[config.mk]
export PLATFORM = sky130hd
export DESIGN_NAME = ball_physics
export DESIGN_NICKNAME = d
export VERILOG_FILES = /design/src/rtl/ball_physics_pkg.sv /design/src/rtl/ball_physics_box_overlap.sv /design/src/rtl/ball_physics.sv
export SDC_FILE = /design/constraint.sdc
export NUM_CORES = 1
export LEC_CHECK = 0
export CAP_MARGIN = 20
export CORE_ASPECT_RATIO = 1.25
export CORE_UTILIZATION = 30
export DETAILED_ROUTE_END_ITERATION = 16
export DONT_BUFFER_PORTS = 1
export SLEW_MARGIN = 10
export SYNTH_ARGS = -nofsm -noshare
export SYNTH_HDL_FRONTEND = slang
export SYNTH_SLANG_ARGS = --single-unit
[constraint.sdc]
create_clock -name clk -period 10 [get_ports clk]
set_clock_uncertainty 0.05 [all_clocks]
set_input_delay 2 -clock clk [delete_from_list [all_inputs] [get_ports clk]]
set_output_delay 2 -clock clk [all_outputs]
set_load 0.02 [all_outputs]
[src/rtl/ball_physics_pkg.sv]
// rtl/ball_physics_pkg.sv - shared field geometry, game_state codes and ball FSM states
package ball_physics_pkg;

    localparam int VBUF_W       = 320;
    localparam int VBUF_H       = 240;
    localparam int GROUND_Y     = VBUF_H - 20;
    localparam int BALL_D       = 20;
    localparam int CHAR_W       = 41;
    localparam int CHAR_H       = 42;
    localparam int NET_X        = 158;
    localparam int NET_W        = 4;
    localparam int NET_TOP      = 140;
    localparam int GRAVITY      = 2;
    localparam int VMAX         = 127;
    localparam int HIT_VY       = 96;
    localparam int HIT_VX_MAX   = 64;
    localparam int HIT_COOLDOWN = 8;
    localparam int SERVE_X_NPC  = 40;
    localparam int SERVE_X_PLY  = 260;
    localparam int SERVE_Y      = 40;

    typedef enum logic [1:0] {
        GS_MENU  = 2'd0,
        GS_SERVE = 2'd1,
        GS_PLAY  = 2'd2,
        GS_OVER  = 2'd3
    } game_state_t;

    typedef enum logic [1:0] {
        ST_HOLD   = 2'd0,
        ST_FLIGHT = 2'd1,
        ST_SCORED = 2'd2
    } ball_state_t;

endpackage

[src/rtl/ball_physics_box_overlap.sv]
// rtl/ball_physics_box_overlap.sv - combinational strict AABB overlap test
module box_overlap #(
    parameter int A_W = 20,
    parameter int A_H = 20,
    parameter int B_W = 41,
    parameter int B_H = 42
) (
    input  logic signed [16:0] a_x,
    input  logic signed [16:0] a_y,
    input  logic signed [16:0] b_x,
    input  logic signed [16:0] b_y,
    output logic               hit
);

    assign hit = (a_x < b_x + 17'(B_W)) && (b_x < a_x + 17'(A_W)) &&
                 (a_y < b_y + 17'(B_H)) && (b_y < a_y + 17'(A_H));

endmodule

[src/rtl/ball_physics.sv]
// rtl/ball_physics.sv - ball engine: gravity, character hits, net, walls and scoring
module ball_physics
    import ball_physics_pkg::*;
#(
    parameter int TICK_DIV = 1_000_000
) (
    input  logic        clk,
    input  logic        reset,
    input  logic [1:0]  game_state,
    input  logic [11:0] npc_pos_x,
    input  logic [11:0] npc_pos_y,
    input  logic [11:0] player_pos_x,
    input  logic [11:0] player_pos_y,
    output logic [11:0] ball_pos_x,
    output logic [11:0] ball_pos_y,
    output logic        point_valid,
    output logic        point_winner,
    output logic        serve_side,
    output logic        in_flight
);

    localparam int CNT_W = (TICK_DIV > 1) ? $clog2(TICK_DIV) : 1;
    localparam logic [CNT_W-1:0] CNT_LAST = CNT_W'(TICK_DIV - 1);

    localparam logic signed [16:0] S_GRAV      = 17'(GRAVITY);
    localparam logic signed [16:0] S_VMAX      = 17'(VMAX);
    localparam logic signed [16:0] S_HIT_VY    = 17'(HIT_VY);
    localparam logic signed [16:0] S_HIT_VX    = 17'(HIT_VX_MAX);
    localparam logic signed [16:0] S_BALL_D    = 17'(BALL_D);
    localparam logic signed [16:0] S_BALL_OFS  = 17'(BALL_D / 2);
    localparam logic signed [16:0] S_CHAR_OFS  = 17'(CHAR_W / 2);
    localparam logic signed [16:0] S_NET_X     = 17'(NET_X);
    localparam logic signed [16:0] S_NET_TOP   = 17'(NET_TOP);
    localparam logic signed [16:0] S_NET_MID   = 17'(NET_X + NET_W / 2);
    localparam logic signed [16:0] S_NET_LEFT  = 17'((NET_X - BALL_D) * 16);
    localparam logic signed [16:0] S_NET_RIGHT = 17'((NET_X + NET_W) * 16);
    localparam logic signed [16:0] S_NET_PARK  = 17'((NET_TOP - BALL_D) * 16);
    localparam logic signed [16:0] S_LAND      = 17'(GROUND_Y - BALL_D);
    localparam logic signed [16:0] S_X_MAX     = 17'(VBUF_W - BALL_D);
    localparam logic signed [16:0] S_X_MAX_Q   = 17'((VBUF_W - BALL_D) * 16);
    localparam logic signed [16:0] S_HALF      = 17'(VBUF_W / 2);

    localparam logic [15:0] SERVE_PX_NPC = 16'(SERVE_X_NPC * 16);
    localparam logic [15:0] SERVE_PX_PLY = 16'(SERVE_X_PLY * 16);
    localparam logic [15:0] SERVE_PY     = 16'(SERVE_Y * 16);
    localparam logic [15:0] LAND_PY      = 16'((GROUND_Y - BALL_D) * 16);
    localparam logic [3:0]  COOL_LOAD    = 4'(HIT_COOLDOWN);

    ball_state_t        state, state_next;
    logic [CNT_W-1:0]   tick_cnt;
    logic               tick;
    logic [15:0]        px, py;
    logic signed [11:0] vx, vy;
    logic [3:0]         cool_npc, cool_ply;

    logic signed [16:0] vx_s, vy_s, vy_sum, vy_g, nx, ny, nx_pix, ny_pix, px_pix, py_pix;
    logic signed [16:0] npc_x, npc_y, ply_x, ply_y;
    logic signed [16:0] wx, wy, wvx, wvy, dx, lx;
    logic               ov_npc, ov_ply, ov_net, hit_npc, hit_ply, land, land_winner;

    assign tick   = (game_state == GS_PLAY) && (tick_cnt == CNT_LAST);
    assign vx_s   = $signed({{5{vx[11]}}, vx});
    assign vy_s   = $signed({{5{vy[11]}}, vy});
    assign vy_sum = vy_s + S_GRAV;
    assign vy_g   = (vy_sum > S_VMAX) ? S_VMAX : vy_sum;
    assign nx     = $signed({1'b0, px}) + vx_s;
    assign ny     = $signed({1'b0, py}) + vy_g;
    assign nx_pix = nx >>> 4;
    assign ny_pix = ny >>> 4;
    assign px_pix = $signed({1'b0, px}) >>> 4;
    assign py_pix = $signed({1'b0, py}) >>> 4;
    assign npc_x  = $signed({5'b0, npc_pos_x});
    assign npc_y  = $signed({5'b0, npc_pos_y});
    assign ply_x  = $signed({5'b0, player_pos_x});
    assign ply_y  = $signed({5'b0, player_pos_y});

    box_overlap #(.A_W(BALL_D), .A_H(BALL_D), .B_W(CHAR_W), .B_H(CHAR_H)) u_ov_npc (
        .a_x(nx_pix), .a_y(ny_pix), .b_x(npc_x), .b_y(npc_y), .hit(ov_npc)
    );

    box_overlap #(.A_W(BALL_D), .A_H(BALL_D), .B_W(CHAR_W), .B_H(CHAR_H)) u_ov_ply (
        .a_x(nx_pix), .a_y(ny_pix), .b_x(ply_x), .b_y(ply_y), .hit(ov_ply)
    );

    box_overlap #(.A_W(BALL_D), .A_H(BALL_D), .B_W(NET_W), .B_H(GROUND_Y - NET_TOP)) u_ov_net (
        .a_x(nx_pix), .a_y(ny_pix), .b_x(S_NET_X), .b_y(S_NET_TOP), .hit(ov_net)
    );

    // One tick of physics from the current registers; ground outranks everything else.
    always_comb begin
        land    = ny_pix >= S_LAND;
        hit_npc = ov_npc && (cool_npc == 4'd0);
        hit_ply = !hit_npc && ov_ply && (cool_ply == 4'd0);
        wx      = nx;
        wy      = ny;
        wvx     = vx_s;
        wvy     = vy_g;
        dx      = '0;
        if (hit_npc || hit_ply) begin
            dx  = (nx_pix + S_BALL_OFS) - ((hit_npc ? npc_x : ply_x) + S_CHAR_OFS);
            wvy = -S_HIT_VY;
            wvx = dx <<< 2;
            if (wvx > S_HIT_VX)
                wvx = S_HIT_VX;
            else if (wvx < -S_HIT_VX)
                wvx = -S_HIT_VX;
        end else if (ov_net) begin
            if (py_pix + S_BALL_D <= S_NET_TOP) begin
                wvy = -vy_g;
                wy  = S_NET_PARK;
            end else begin
                wvx = -vx_s;
                wx  = (px_pix + S_BALL_OFS < S_NET_MID) ? S_NET_LEFT : S_NET_RIGHT;
            end
        end
        if (wx < 17'sd0) begin
            wx  = '0;
            wvx = (wvx < 17'sd0) ? -wvx : wvx;
        end else if ((wx >>> 4) > S_X_MAX) begin
            wx  = S_X_MAX_Q;
            wvx = (wvx < 17'sd0) ? wvx : -wvx;
        end
        if (wy < 17'sd0) begin
            wy  = '0;
            wvy = (wvy < 17'sd0) ? -wvy : wvy;
        end
        // Landing skips the bounce logic, so clamp x into the field here.
        if (nx < 17'sd0)
            lx = '0;
        else if (nx_pix > S_X_MAX)
            lx = S_X_MAX_Q;
        else
            lx = nx;
        land_winner = ((lx >>> 4) + S_BALL_OFS) < S_HALF;
    end

    always_comb begin
        state_next = state;
        if (game_state == GS_SERVE) begin
            state_next = ST_HOLD;
        end else begin
            case (state)
                ST_HOLD:   if (game_state == GS_PLAY) state_next = ST_FLIGHT;
                ST_FLIGHT: if (tick && land) state_next = ST_SCORED;
                default:   state_next = state;
            endcase
        end
    end

    always_ff @(posedge clk) begin
        if (reset)
            state <= ST_HOLD;
        else
            state <= state_next;
    end

    always_ff @(posedge clk) begin
        if (reset) begin
            tick_cnt     <= '0;
            px           <= SERVE_PX_NPC;
            py           <= SERVE_PY;
            vx           <= '0;
            vy           <= '0;
            cool_npc     <= '0;
            cool_ply     <= '0;
            serve_side   <= 1'b0;
            point_valid  <= 1'b0;
            point_winner <= 1'b0;
            in_flight    <= 1'b0;
        end else begin
            in_flight   <= (state_next == ST_FLIGHT);
            point_valid <= 1'b0;
            if (game_state == GS_PLAY)
                tick_cnt <= tick ? '0 : tick_cnt + 1'b1;
            else
                tick_cnt <= '0;

            if ((game_state == GS_SERVE) || (state == ST_HOLD)) begin
                px       <= serve_side ? SERVE_PX_PLY : SERVE_PX_NPC;
                py       <= SERVE_PY;
                vx       <= '0;
                vy       <= '0;
                cool_npc <= '0;
                cool_ply <= '0;
            end else if ((state == ST_FLIGHT) && tick) begin
                if (land) begin
                    px           <= lx[15:0];
                    py           <= LAND_PY;
                    vx           <= '0;
                    vy           <= '0;
                    point_valid  <= 1'b1;
                    point_winner <= land_winner;
                    serve_side   <= land_winner;
                end else begin
                    px       <= wx[15:0];
                    py       <= wy[15:0];
                    vx       <= wvx[11:0];
                    vy       <= wvy[11:0];
                    cool_npc <= hit_npc ? COOL_LOAD : ((cool_npc != 4'd0) ? cool_npc - 4'd1 : 4'd0);
                    cool_ply <= hit_ply ? COOL_LOAD : ((cool_ply != 4'd0) ? cool_ply - 4'd1 : 4'd0);
                end
            end
        end
    end

    assign ball_pos_x = px[15:4];
    assign ball_pos_y = py[15:4];

endmodule

==> flow_summary.rst <==
.. list-table::
   :header-rows: 1

   * - Metric
     - Value
   * - Run status
     - finished with violations
   * - Violations in the final reports
     - setup timing
   * - Clk pin slew, worst setup/hold paths
     - 0.08 ns
   * - Vias
     - 12790
   * - Worst vdd ir
     - 0.00008070 V
   * - Critical path start-end classification
     - flip-flop to flip-flop
   * - Slew at the pin closest to its max-slew limit
     - 1.071 ns
   * - Level count of the clock H-tree
     - 3
   * - Register area
     - 1813 µm²
   * - Worst slack at placement
     - -0.3213 ns
   * - Area share of the leading cell type in the synthesized netlist
     - 0.1577
   * - Class of the tightest hold or removal check
     - flip-flop to flip-flop
   * - Pin count of the biggest net entering global routing
     - 50
   * - Area Growth Syn to Fin
     - 24.48%
   * - Synth area leaders
     - ha_1 16%, dfxtp_1 14%, xnor2_1 6.3%, nand2_1 4.4%, xor2_1 4.3%
   * - Fraction of synthesized area in multiplexers
     - 0.02073
   * - Horizontal extent of the die
     - 183.7 µm
   * - Critical path arrival
     - 10.31 ns
   * - Syn Inst Count
     - 1637
   * - Height of the die
     - 229.1 µm
   * - Sequential area share after synthesis
     - 0.1440
   * - Number of core rows
     - 82
   * - Post-route ant nets
     - 0
   * - GRT Overall Usage
     - 0.1874
   * - Global-route wire length before repair
     - 63510 µm
   * - Period utilisation layout
     - 1.012
   * - Adder-cell share of the synthesized area
     - 0.1675
   * - Slew Limit Fails
     - 0
   * - Largest incremental delay on the critical path
     - 0.53 ns
   * - Leakage power
     - 6.598 nW
   * - Main combinational cell family by area after synthesis
     - compound AO/OA/AOI/OAI gates
   * - Net Count, Synth
     - 1848
   * - CTS tree
     - built
   * - Half-perimeter wire length after placement
     - 31750 µm
   * - Latest clock arrival within the worst-skew pair
     - 0.38 ns
   * - Fraction of final layout cells with drive strength greater than 1
     - 0.2220
   * - Area leader, netlist
     - ha_1
   * - Number of violations reported at the end of detailed-routing iteration 0
     - 812
   * - Global route total overflow
     - 0
   * - PwrDens
     - 60.83 nW/µm²
   * - Total wire length
     - 40180 µm
   * - Maximum clock frequency
     - 0.09885 GHz
   * - Critical Path End Type
     - flip-flop
   * - Area of the multi-input gates
     - 10650 µm²
   * - Simple logic cell fraction of the synthesized area
     - 0.2447
   * - CP max FO
     - 6
   * - Fraction of registers with async set/reset
     - 0
   * - Routability congestion estimate from global placement
     - 0.9264
   * - Antenna diode count
     - 0
   * - Synthesized-area fraction occupied by ao, oa, aoi and oai cells
     - 0.2496
   * - Setup repair after global routing missed its margin
     - true
   * - Final Hold Viols
     - 0
   * - Launching element type of the critical path
     - flip-flop
   * - Crit path setup slack, layout
     - -0.1163 ns
   * - Initial antenna violation count
     - 0
   * - Sink count of the clock tree
     - 89
   * - Fraction of synthesized cell area in xor and xnor cells
     - 0.1161
   * - Post-synth design cell area
     - 12380 µm²
   * - DRC violations left
     - 0
   * - Endpoints failing setup
     - 2
   * - Max-cap violations
     - 0
   * - Number of synthesized register bits
     - 89
   * - Max clock buf depth
     - 2
   * - Initial core utilization
     - 0.3061
   * - Detailed-router iteration count before antenna repair
     - 5
   * - Post-layout util
     - 0.3811
   * - Die area
     - 42070 µm²
   * - Critical Path RT
     - 10.20 ns
   * - Dominant register cell in the synthesized netlist
     - dfxtp_1
   * - Syn avg cell area
     - 7.560 µm²
   * - Number of buffer cells added on primary ports
     - 0
   * - Placeable Area
     - 40420 µm²
   * - Slew HR
     - 0.2836
   * - Number of inserted filler cells in the final layout
     - 4243
   * - Number of synthesized flops with an enable pin
     - 0
   * - Cell at the root of the clock tree
     - clkbuf_16
   * - Post-synth cell types
     - 101
   * - Vias in the first global route
     - 12420
   * - Number of ports placed on the die boundary
     - 80
   * - Yosys warnings
     - 0
   * - Standard cell with the maximum stage delay on the critical path
     - or4_1
   * - Period minus WS final
     - 10.12 ns
   * - Nets
     - 1994
   * - Routed via count divided by cell count
     - 5.482
   * - Number of buffers inserted during clock tree synthesis
     - 9
   * - Routed wirelength normalized by instance count
     - 17.21 µm
## cell families after synthesis
family	after synthesis
xor+xnor	156
mux	25
simple gates	591
buf+inv	156
compound gates	455
fa+ha+maj	165
flops	89
## state kept, by name (all words and copies together), names as in the netlist
register and count:
point_valid 1, px 16, py 16, vx 12
serve_side 1, cool_ply 4, in_flight 1, vy 12
state 2, cool_npc 4, tick_cnt 20
## per-stage QoR
stage	std cells	cell area, µm²	setup TNS (ns)	hold WS (ns)	power [mW]
floorplan	1637	12630	0	0.3761	0.4919
global placement	2289	14240	-0.4560	0.3904	0.5430
detailed placement	2289	14240	-2.406	0.4140	0.5458
CTS	2327	14980	0	0.4247	0.9313
global route	2334	15400	-4.200	0.4471	0.9847
finish	2334	15400	-0.1599	0.4180	0.9371
## power breakdown
| part | leakage (nW) | internal (mW) | switching [mW] | total, mW |
|---|---|---|---|---|
| Combinational | 5.72 | 0.102 | 0.106 | 0.208 |
| Sequential | 0.724 | 0.353 | 0.00136 | 0.354 |
| Clock | 0.150 | 0.201 | 0.173 | 0.374 |
| Total | 6.60 | 0.656 | 0.281 | 0.937 |
## critical path: cells and delay by family, from the launching register on
kind | cells | cell delay [ns]
mux | 2 | 0.52
fa+ha+maj | 5 | 1.23
xor+xnor | 4 | 0.65
simple gates | 16 | 3.52
compound gates | 13 | 2.80
flops | 1 | 0.38
buf+inv | 6 | 0.79
## synth_stat cells (all sizes together), types with 5 or more instances
cell / count
and2: 16
o211ai: 21
nand3: 57
or3: 25
nand4: 25
o41ai: 5
nand2: 147
a21o: 33
a21oi: 89
and3: 34
nor2b: 23
buf: 40
a22oi: 9
nor4: 21
a2111oi: 6
o2111ai: 6
nand4b: 5
xor2: 61
o221ai: 5
maj3: 6
nor3b: 6
a21boi: 9
clkbuf: 36
mux2i: 20
o21a: 25
ha: 156
o21bai: 8
a211oi: 21
o21ai: 122
a31o: 5
inv: 76
xnor2: 91
and4: 5
a31oi: 14
or2: 16
o31ai: 16
a211o: 13
mux2: 5
nand2b: 20
nor2: 128
dfxtp: 89
nand3b: 5
a221oi: 5
nor3: 45
## final cells by class
class | instances | area share
clock buffer | 9 | 0.01462
clock inverter | 7 | 0.006173
inverter | 80 | 0.01998
tap | 546 | 0.04435
timing repair buffer | 210 | 0.1062
multi-input combinational | 1393 | 0.6910
sequential | 89 | 0.1177
## layout by cell type (no fill, tap or decap), types with 20 or more instances in the layout
master / instances
inv_1: 68
xnor2_1: 80
and3_1: 34
nand4_1: 23
nand2_1: 143
o21ai_1: 22
xor2_1: 61
a21o_1: 33
dfxtp_1: 80
o21a_1: 25
nor2_1: 124
o21ai_0: 89
buf_4: 199
nor2b_1: 20
nand3_1: 50
ha_1: 140
or3_1: 21
nor3_1: 41
a21oi_1: 85
## what timing repair did
| action | in CTS | in global routing |
|---|---|---|
| hold buffers | 0 | 0 |
| pin swaps | 42 | 51 |
| setup endpoints to repair | 11 | 11 |
| cloned | 0 | 1 |
| setup buffers | 22 | 6 |
| gates resized for setup | 53 | 78 |
## metal layers
metal / vias up / global-route usage / part of all wire / wire length [µm]
met2: 339 / 0.3271 / 0.48 / 19470
met4: 0 / 0.06224 / 0.026 / 1035
met5: - / 0 / 0 / 0
li1: 6292 / - / - / -
met1: 6103 / 0.2298 / 0.43 / 17470
met3: 60 / 0.03228 / 0.055 / 2202
## worst paths after layout
check,slack [ns],endpoint,depth (start not counted),start
setup reg to reg,-0.12,vx[11],46,vy[2]
setup / recovery,-0.12,vx[11],46,vy[2]
hold / removal,0.42,tick_cnt[0],1,tick_cnt[0]
hold reg to reg,0.42,tick_cnt[0],1,tick_cnt[0]
Power figures use the tool's default switching activity.
